### config.mk
export PLATFORM = sky130hd
export DESIGN_NAME = rvfi_trace_tx
export DESIGN_NICKNAME = d
export VERILOG_FILES = /design/src/rtl/rvfi_trace_pkg.sv /design/src/rtl/rvfi_trace_fifo.sv /design/src/rtl/rvfi_trace_tx.sv
export SDC_FILE = /design/constraint.sdc
export NUM_CORES = 1
export LEC_CHECK = 0
export BUFFER_PORTS_ARGS = -buffer_cell sky130_fd_sc_hd__buf_2
export CORE_MARGIN = 2
export CORE_UTILIZATION = 50
export CTS_CLUSTER_SIZE = 40
export DETAILED_ROUTE_END_ITERATION = 12
export PLACE_DENSITY = 0.64
export SLEW_MARGIN = 10
export SYNTH_ARGS = -nofsm -noshare
export SYNTH_HDL_FRONTEND = slang
export SYNTH_HIERARCHICAL = 1
export SYNTH_SLANG_ARGS = --single-unit
### constraint.sdc
create_clock -name clk -period 16.31 [get_ports clk]
set_input_delay 1.631 -clock clk [delete_from_list [all_inputs] [get_ports clk]]
set_output_delay 1.631 -clock clk [all_outputs]
set_load 0.02 [all_outputs]
### src/rtl/rvfi_trace_pkg.sv
// Shared types, constants and packet builder for the RVFI trace transmit path.
package rvfi_trace_pkg;

  localparam logic [7:0]  TRACE_SYNC      = 8'hA5;
  localparam int unsigned TRACE_PKT_BYTES = 20;
  localparam int unsigned TRACE_PKT_W     = TRACE_PKT_BYTES * 8;
  localparam int unsigned TRACE_IDX_W     = 5;

  typedef struct packed {
    logic [31:0] insn;
    logic [31:0] pc_rdata;
    logic [31:0] pc_wdata;
    logic [31:0] rd_wdata;
    logic [4:0]  rd_addr;
    logic        trap;
    logic        halt;
    logic [7:0]  seq;
  } trace_rec_t;

  typedef enum logic {
    IDLE,
    SEND
  } tx_state_e;

  // Lay a record out as a full packet, byte 0 in bits [7:0], checksum in the top byte.
  function automatic logic [TRACE_PKT_W-1:0] trace_pack(input trace_rec_t rec);
    logic [TRACE_PKT_W-9:0] body;
    logic [7:0]             chk;
    body = {rec.seq, rec.rd_wdata, rec.pc_wdata, rec.insn, rec.pc_rdata,
            rec.trap, rec.halt, 1'b0, rec.rd_addr, TRACE_SYNC};
    chk = '0;
    for (int unsigned i = 0; i < TRACE_PKT_BYTES - 1; i++) begin
      chk = chk ^ body[i*8 +: 8];
    end
    return {chk, body};
  endfunction

endpackage

### src/rtl/rvfi_trace_fifo.sv
// Synchronous FIFO of trace records; caller never pushes when full without popping.
module rvfi_trace_fifo
  import rvfi_trace_pkg::*;
#(
  parameter int unsigned DEPTH = 4
) (
  input  logic                     clk,
  input  logic                     rst_n,
  input  logic                     push,
  input  trace_rec_t               din,
  input  logic                     pop,
  output trace_rec_t               dout,
  output logic                     full,
  output logic                     empty,
  output logic [$clog2(DEPTH):0]   count
);

  localparam int unsigned AW = $clog2(DEPTH);
  localparam int unsigned CW = AW + 1;

  trace_rec_t      mem [DEPTH];
  logic [AW-1:0]   wptr_q;
  logic [AW-1:0]   rptr_q;
  logic [CW-1:0]   count_q;
  logic [CW-1:0]   count_d;
  logic            full_q;
  logic            empty_q;

  // Next occupancy from the push/pop pair.
  always_comb begin
    count_d = count_q;
    if (push && !pop) begin
      count_d = count_q + CW'(1);
    end else if (pop && !push) begin
      count_d = count_q - CW'(1);
    end
  end

  // Record storage; no reset needed, occupancy tracks validity.
  always_ff @(posedge clk) begin
    if (push) begin
      mem[wptr_q] <= din;
    end
  end

  // Pointers, occupancy and status flags.
  always_ff @(posedge clk or negedge rst_n) begin
    if (!rst_n) begin
      wptr_q  <= '0;
      rptr_q  <= '0;
      count_q <= '0;
      full_q  <= 1'b0;
      empty_q <= 1'b1;
    end else begin
      if (push) wptr_q <= wptr_q + AW'(1);
      if (pop)  rptr_q <= rptr_q + AW'(1);
      count_q <= count_d;
      full_q  <= (count_d == CW'(DEPTH));
      empty_q <= (count_d == '0);
    end
  end

  assign dout  = mem[rptr_q];
  assign full  = full_q;
  assign empty = empty_q;
  assign count = count_q;

endmodule

### src/rtl/rvfi_trace_tx.sv
// RVFI retirement capture, buffering and 20-byte framed serializer.
module rvfi_trace_tx
  import rvfi_trace_pkg::*;
#(
  parameter int unsigned FIFO_DEPTH = 4,
  parameter int unsigned DROP_CNT_W = 16
) (
  input  logic                  clk,
  input  logic                  rst_n,
  input  logic                  trace_en,
  input  logic                  rvfi_valid,
  input  logic [31:0]           rvfi_insn,
  input  logic [31:0]           rvfi_pc_rdata,
  input  logic [31:0]           rvfi_pc_wdata,
  input  logic [4:0]            rvfi_rd_addr,
  input  logic [31:0]           rvfi_rd_wdata,
  input  logic                  rvfi_trap,
  input  logic                  rvfi_halt,
  output logic                  tx_valid,
  input  logic                  tx_ready,
  output logic [7:0]            tx_data,
  output logic                  tx_last,
  output logic                  core_stall,
  output logic [DROP_CNT_W-1:0] drop_cnt
);

  localparam int unsigned CNT_W    = $clog2(FIFO_DEPTH) + 1;
  localparam int unsigned LAST_IDX = TRACE_PKT_BYTES - 1;

  trace_rec_t              rec_in;
  trace_rec_t              fifo_dout;
  logic                    fifo_full;
  logic                    fifo_empty;
  logic [CNT_W-1:0]        fifo_count;
  logic                    capture;
  logic                    push;
  logic                    pop;
  logic                    drop;
  logic                    load;

  logic [7:0]              seq_q;
  logic [DROP_CNT_W-1:0]   drop_cnt_q;

  tx_state_e               state_q, state_d;
  logic [TRACE_IDX_W-1:0]  idx_q, idx_d, idx_inc;
  logic [TRACE_PKT_W-1:0]  pkt_q, pkt_d;
  logic                    tx_valid_q, tx_valid_d;
  logic [7:0]              tx_data_q, tx_data_d;
  logic                    tx_last_q, tx_last_d;

  // Incoming record; x0 writes carry no data.
  always_comb begin
    rec_in.insn     = rvfi_insn;
    rec_in.pc_rdata = rvfi_pc_rdata;
    rec_in.pc_wdata = rvfi_pc_wdata;
    rec_in.rd_wdata = (rvfi_rd_addr == 5'd0) ? 32'd0 : rvfi_rd_wdata;
    rec_in.rd_addr  = rvfi_rd_addr;
    rec_in.trap     = rvfi_trap;
    rec_in.halt     = rvfi_halt;
    rec_in.seq      = seq_q;
  end

  // A pop in the same cycle frees a slot, so a full FIFO still accepts the push.
  assign capture = trace_en && rvfi_valid;
  assign push    = capture && (!fifo_full || pop);
  assign drop    = capture && fifo_full && !pop;

  rvfi_trace_fifo #(
    .DEPTH (FIFO_DEPTH)
  ) u_fifo (
    .clk   (clk),
    .rst_n (rst_n),
    .push  (push),
    .din   (rec_in),
    .pop   (pop),
    .dout  (fifo_dout),
    .full  (fifo_full),
    .empty (fifo_empty),
    .count (fifo_count)
  );

  // Sequence numbering covers dropped records; drop counter saturates.
  always_ff @(posedge clk or negedge rst_n) begin
    if (!rst_n) begin
      seq_q      <= '0;
      drop_cnt_q <= '0;
    end else begin
      if (capture) seq_q <= seq_q + 8'd1;
      if (drop && (drop_cnt_q != '1)) drop_cnt_q <= drop_cnt_q + DROP_CNT_W'(1);
    end
  end

  assign idx_inc = idx_q + TRACE_IDX_W'(1);

  // Serializer next state; a finished packet chains straight into the next record.
  always_comb begin
    state_d    = state_q;
    idx_d      = idx_q;
    pkt_d      = pkt_q;
    tx_valid_d = tx_valid_q;
    tx_data_d  = tx_data_q;
    tx_last_d  = tx_last_q;
    pop        = 1'b0;
    load       = 1'b0;
    case (state_q)
      IDLE: begin
        if (!fifo_empty) load = 1'b1;
      end
      SEND: begin
        if (tx_ready) begin
          if (idx_q == TRACE_IDX_W'(LAST_IDX)) begin
            if (!fifo_empty) begin
              load = 1'b1;
            end else begin
              state_d    = IDLE;
              idx_d      = '0;
              tx_valid_d = 1'b0;
              tx_data_d  = '0;
              tx_last_d  = 1'b0;
            end
          end else begin
            idx_d     = idx_inc;
            tx_data_d = pkt_q[{idx_inc, 3'b000} +: 8];
            tx_last_d = (idx_inc == TRACE_IDX_W'(LAST_IDX));
          end
        end
      end
      default: state_d = IDLE;
    endcase
    if (load) begin
      pop        = 1'b1;
      pkt_d      = trace_pack(fifo_dout);
      idx_d      = '0;
      state_d    = SEND;
      tx_valid_d = 1'b1;
      tx_data_d  = TRACE_SYNC;
      tx_last_d  = 1'b0;
    end
  end

  // FSM state register.
  always_ff @(posedge clk or negedge rst_n) begin
    if (!rst_n) begin
      state_q <= IDLE;
    end else begin
      state_q <= state_d;
    end
  end

  // Packet register, byte index and registered stream outputs.
  always_ff @(posedge clk or negedge rst_n) begin
    if (!rst_n) begin
      idx_q      <= '0;
      pkt_q      <= '0;
      tx_valid_q <= 1'b0;
      tx_data_q  <= '0;
      tx_last_q  <= 1'b0;
    end else begin
      idx_q      <= idx_d;
      pkt_q      <= pkt_d;
      tx_valid_q <= tx_valid_d;
      tx_data_q  <= tx_data_d;
      tx_last_q  <= tx_last_d;
    end
  end

  assign tx_valid   = tx_valid_q;
  assign tx_data    = tx_data_q;
  assign tx_last    = tx_last_q;
  assign drop_cnt   = drop_cnt_q;
  assign core_stall = (fifo_count == CNT_W'(FIFO_DEPTH));

endmodule

Word-level counts from Yosys, hierarchy flattened
Memories as Yosys holds them, arrays and structs flattened.
Cells that the tools add are included.
{"block": "totals", "input_bits": 140, "n_memories": 1, "elab_cells": 99, "register_bits": 204, "mem_bits_rw": 572, "output_inout_bits": 27}
{"name": "u_fifo.mem", "depth": 4, "width": 143, "rd": 1, "rd_clocked_by_memory_dff": 0, "wr": 1, "line_no": "rvfi_trace_fifo.sv:21", "source": "trace_rec_t mem [DEPTH];"}
{"block": "classes", "n_bitwise": 19, "n_reduce_logical": 19, "addsub": 7, "shifts": 1, "eq_ne": 6, "muxes": 33}
{"cell": "160-bit by 9-bit variable part select with 8-bit output", "n": 1}
{"cell": "8-bit XOR", "n": 17}
{"cell": "8-bit 2-to-1 mux", "n": 5}
{"cell": "32-bit 2-to-1 mux", "n": 1}
{"cell": "5-bit 2-to-1 mux", "n": 5}
{"cell": "1-bit 2-to-1 mux", "n": 19}
{"cell": "16-bit by 1-bit adder with 16-bit output (second input constant)", "n": 1}
{"cell": "16-bit != test (second input constant)", "n": 1}
{"cell": "5-bit equality test (second input constant)", "n": 2}
{"cell": "8-bit by 1-bit adder with 8-bit output (second input constant)", "n": 1}
{"cell": "2-bit nonzero test", "n": 4}
{"cell": "1-bit logical AND", "n": 7}
{"cell": "3-bit equality test (second input constant)", "n": 2}
{"cell": "3-bit 2-to-1 mux", "n": 2}
{"cell": "5-bit by 1-bit adder with 5-bit output (second input constant)", "n": 1}
{"cell": "5-bit zero test", "n": 1}
{"cell": "2-bit by 1-bit adder with 2-bit output (second input constant)", "n": 2}
{"cell": "4-bit inverter", "n": 1}
{"cell": "4-bit AND reduction", "n": 1}
{"cell": "3-bit by 1-bit adder with 3-bit output (second input constant)", "n": 1}
{"cell": "1-bit zero test", "n": 3}
{"cell": "3-bit zero test", "n": 1}
{"cell": "3-bit by 2-bit != test with 1-bit output (second input constant)", "n": 1}
{"cell": "3-bit AND reduction", "n": 1}
{"cell": "4 further kinds", "n": 4}

Depth between registers and ports, before layout
An unclocked memory read counts as a cell.
{"block": "logic_depth", "word_depth": 19, "mapped_depth": 12, "mapped_depth_nobuf": 7}

By module
Netlist, hierarchy kept.
{"mod": "rvfi_trace_fifo", "seq_area_each_um2": 17402.9, "cells_per_inst": 795, "area_per_inst_um2": 21105.2, "n_inst": 1}
{"mod": "rvfi_trace_tx", "seq_area_each_um2": 4804.6, "cells_per_inst": 1109, "area_per_inst_um2": 10342.4, "n_inst": 1}

Least setup slack after synthesis
No wires, ideal clock.
{"block": "synth_path", "path_kind": "input to register", "start": "in tx_ready", "end": "mem u_fifo/mem[0][0] in the netlist's numbering (enable)", "setup_time_ps": 519, "n_path_buf": 4, "arrival_time_ps": 6167, "required_ps": 15791, "slack_ps": 9624, "stages": 8, "path_cell_list": "a41oi_2 -> or2_1 -> buf_2 -> buf_2 -> buf_6 -> a21oi_1 -> buf_2 -> and2_1"}
{"block": "synth_between", "elab_chain_cells": 7}
{"item": "start, declared", "line_no": "rvfi_trace_tx.sv:20", "source": "input logic tx_ready,"}
{"item": "1-bit 2-to-1 mux", "line_no": "rvfi_trace_tx.sv:110", "source": "if (tx_ready) begin"}
{"item": "1-bit one-hot mux with 2 select lines", "line_no": "rvfi_trace_tx.sv:105", "source": "case (state_q)"}
{"item": "1-bit 2-to-1 mux", "line_no": "rvfi_trace_tx.sv:130", "source": "if (load) begin"}
{"item": "1-bit logical OR", "line_no": "rvfi_trace_tx.sv:65", "source": "assign push = capture && (!fifo_full || pop);"}
{"item": "1-bit logical AND", "line_no": "rvfi_trace_tx.sv:65"}
{"item": "named net push", "line_no": "rvfi_trace_tx.sv:36", "source": "logic push;"}
{"item": "1-bit 2-to-1 mux", "line_no": "rvfi_trace_fifo.sv:41", "source": "if (push) begin"}
{"item": "1-bit 2-to-1 mux (not written as such)", "line_no": "rvfi_trace_fifo.sv:42", "source": "mem[wptr_q] <= din;"}
{"item": "end, declared", "line_no": "rvfi_trace_fifo.sv:21"}
The timed path passes the listed nets, and every way through them passes these cells.

Final worst setup path
{"block": "layout_path", "start": "in tx_ready", "end": "mem u_fifo/mem[1][89] in the netlist's numbering (enable)"}
The elaborated chain is that of the path after synthesis.

==> metrics.txt <==
result of the run finished clean; num ports 167; arrival time worst endpoint 5110 ps; fraction of final layout cells with drive strength greater than 1 23.5%; timing endpoint of the critical path u_fifo/mem[1][89]$_DFFE_PP_; die area 64900 um2; cell at the root of the clock tree clkbuf_16; final core area utilization 57.6%; CP Launch Type primary input; clk sinks 773; worst-path maximum fanout 78; placed wire-length estimate after detailed placement 44200 um; kind of critical path primary input to flip-flop; number of antenna violations at the first check in global routing 4; global routing usage summed across all routing layers 21.8%; YS warnings 6; pin count of the biggest net entering global routing 95; number of hold violations in the final report 0; DRC violations left 0; Crit. End Element flip-flop; clock buffers created by TritonCTS 78; die height 255 um; Commonest cells post-synth edfxtp_1 (572), nand2_1 (481), dfrtp_1 (200); Finished Cell Area 35700 um2; final worst clock skew 22.4 ps; clock network fraction of total power 29.3%; LEAKAGE 13.2 nW; DRT iter0 DRCs 1469; Distinct cells, synth 51; Max Freq 205 MHz; Final min period 4890 ps; setup violation total in the final timing report 0; synthesis-stage register bit count 773; delay of the slowest critical-path stage 890 ps; main area contributors after synthesis edfxtp_1 (55%), dfrtp_1 (16%), mux4_2 (13%), nand2_1 (5.7%), xnor2_1 (3.9%); Cell Pwr Density 180 nW/um2; reg2reg end u_fifo/mem[1][89]$_DFFE_PP_; crit path launch tx_ready; later-pin clock latency in the skew report 620 ps; number of I/O port buffers 166; Worst path top cell family by delay simple AND/OR/NAND/NOR gates; H-tree depth 3; post-CTS setup buffers 0; syn_nets 2054; Placement Rows 91; area overhead of the layout relative to synthesis 13.4%; slowest cell on the critical path a21oi_1; drt via density 5.54; Comb pwr share 28.4%; number of global-route vias before repair 16700; Internal 4.45 mW; sequential fraction of the synthesis area 70.6%; Req. time, crit path 16540 ps; Worst Setup Slack post-DPL 10740 ps; Levels on crit path 6; count of max-cap constraint violations 0; critical path buffer and inverter count 2; netlist area before placement 31400 um2; final slew viol count 0; final sum of negative setup slack 0 ps; NumNets Final 2232; post-place instance area 32900 um2; area share of the leading cell type in the synthesized netlist 54.6%; least setup slack across all paths after layout 11420 ps; Worst slew margin 30.6%; most used standard cell by instance count after synthesis edfxtp_1; initial standard-cell utilization of the core 50.8%; Sw Ratio 30.6%; min-delay src pkt_q[114]$_DFFE_PN0P_; r2r setup slk 11560 ps; Filler Cell Count 4808; part of the power in registers 42.3%; global placer's final weighted congestion 0.823; first-pass GRT wire length 104000 um; GRT overflow 0; Post-synth EDFFs 572; cells after synthesis 1904; RSZ-0062 raised after global routing no; maximum buffer depth of the clock tree 3; CTS resizes 0; Syn Area/Cell 16.5 um2; worst-path cell chain buf_2 > a41oi_2 > or2_4 > a21oi_1 > and2_4 > buf_4; path type of the worst min-delay path flip-flop to flip-flop; vias after detailed routing 16500; cell type contributing the most total cell area after synthesis edfxtp_1; die outline width 255 um; number of search-and-repair iterations in the first detailed-routing pass 7; launch instance of the worst register-to-register path idx_q[1]$_DFFE_PN0P_; Post-synth ARST share 26.0%; number of cells traversed by the worst register-to-register path 6; portion of the clock cycle consumed by the worst path in the final layout 30.0%; main flop type after synthesis edfxtp_1; Avg WL per Cell 23.1 um; clock transition time at the flip-flop clock pins of the worst setup and hold paths 60 ps; TritonCTS clock tree yes; Antenna Nets Post-Route 0; post-cts hold buffer count 0; core area 61900 um2; drt total wl 69100 um; reported net switching power 1.96 mW; Peak supply drop 0.0000891 V; worst-margin pin slew 1040 ps
-- registers in the layout, summed over array words and instances (netlist names) --
register / count
u_fifo/wptr_q: 2
u_fifo/empty: 1
u_fifo/rptr_q: 2
tx_last: 1
tx_valid: 1
drop_cnt: 16
state_q: 1
u_fifo/mem: 572
pkt_q: 152
u_fifo/full: 1
u_fifo/count: 3
seq_q: 8
tx_data: 8
idx_q: 5
-- routing by layer --
layer	vias to the layer above	global-route usage [%]	wire length, um
met5	-	0	18
met4	4	6.60	1450
met3	90	3.97	4220
met2	499	33.9	33200
met1	8552	31.9	30200
li1	7381	-	-
-- cell usage in the layout, fill, tap and decap left out, types with 7 or more instances in the layout --
cell type | netlist | final
edfxtp_1 | 572 | 572
nand2_1 | 481 | 481
dfrtp_1 | 200 | 197
mux4_2 | 175 | 175
buf_2 | 40 | 165
xnor2_1 | 140 | 140
clkbuf_16 | 0 | 82
nor2b_1 | 33 | 33
o21ai_0 | 28 | 28
xor2_1 | 26 | 26
clkbuf_1 | 19 | 23
buf_4 | 7 | 22
nand3_1 | 21 | 21
inv_1 | 16 | 16
nor2_1 | 17 | 16
bufinv_16 | 0 | 13
clkinv_2 | 0 | 11
a21oi_1 | 9 | 9
ha_1 | 10 | 9
nand4_1 | 8 | 8
mux2_2 | 7 | 7
-- stage by stage --
stage	std cells	power (mW)	hold slack (ps)
6_report	2985	6.42	475
3_5_place_dp	2839	4.58	459
3_3_place_gp	2839	4.55	451
5_1_grt	2984	6.70	490
2_1_floorplan	1904	4.03	437
4_1_cts	2984	6.47	475
-- logic make-up (layout without fill, tap and decap cells) --
family / after synthesis / count (layout) / share of synthesized area [%]
XOR/XNOR: 166 / 166 / 4.62
buffers and inverters: 107 / 350 / 2.07
AND/OR/NAND/NOR: 596 / 596 / 7.91
other: 0 / 1 / 0
flip-flops: 773 / 773 / 70.6
adder cells (fa/ha/maj): 10 / 10 / 0.398
multiplexers: 185 / 185 / 13.0
AO/OA/AOI/OAI: 67 / 67 / 1.35
-- layout make-up --
cell class | instances | area, um2 | area share [%]
clock buffer | 109 | 2190 | 6.15
sequential | 773 | 22200 | 62.3
clock inverter | 36 | 522 | 1.46
tap | 837 | 1050 | 2.94
inverter | 17 | 66.3 | 0.186
multi-input combinational | 1024 | 8610 | 24.1
antenna | 1 | 2.50 | 0.00702
timing repair buffer | 188 | 1000 | 2.82
-- power by group through the flow --
stage               combinational [mW]  clock, mW  sequential [mW]
finish                            1.82       1.88             2.72
global route                      1.96       1.99             2.75
CTS                               1.84       1.92             2.72
detailed placement                1.82          0             2.75
global placement                  1.82          0             2.74
floorplan                         1.36          0             2.66
-- worst min-delay path by stage --
stage / to / slack (ps) / depth (start not counted)
global placement: pkt_q[104]$_DFFE_PN0P_ / 450 / 2
floorplan: pkt_q[104]$_DFFE_PN0P_ / 440 / 2
CTS: pkt_q[25]$_DFFE_PN0P_ / 470 / 2
finish: pkt_q[114]$_DFFE_PN0P_ / 470 / 2
detailed placement: pkt_q[14]$_DFFE_PN0P_ / 460 / 2
global route: pkt_q[29]$_DFFE_PN0P_ / 490 / 2
-- worst register-to-register path, delay by kind of cell (launching register included) --
kind / cells / cell delay, ps
and+or+nand+nor: 2 / 1430
adders and majority gates: 1 / 480
buffers and inverters: 1 / 800
DFF: 1 / 460
AOI/OAI and AO/OA: 2 / 1100
Note: power is estimated with default switching activity, not from simulation.
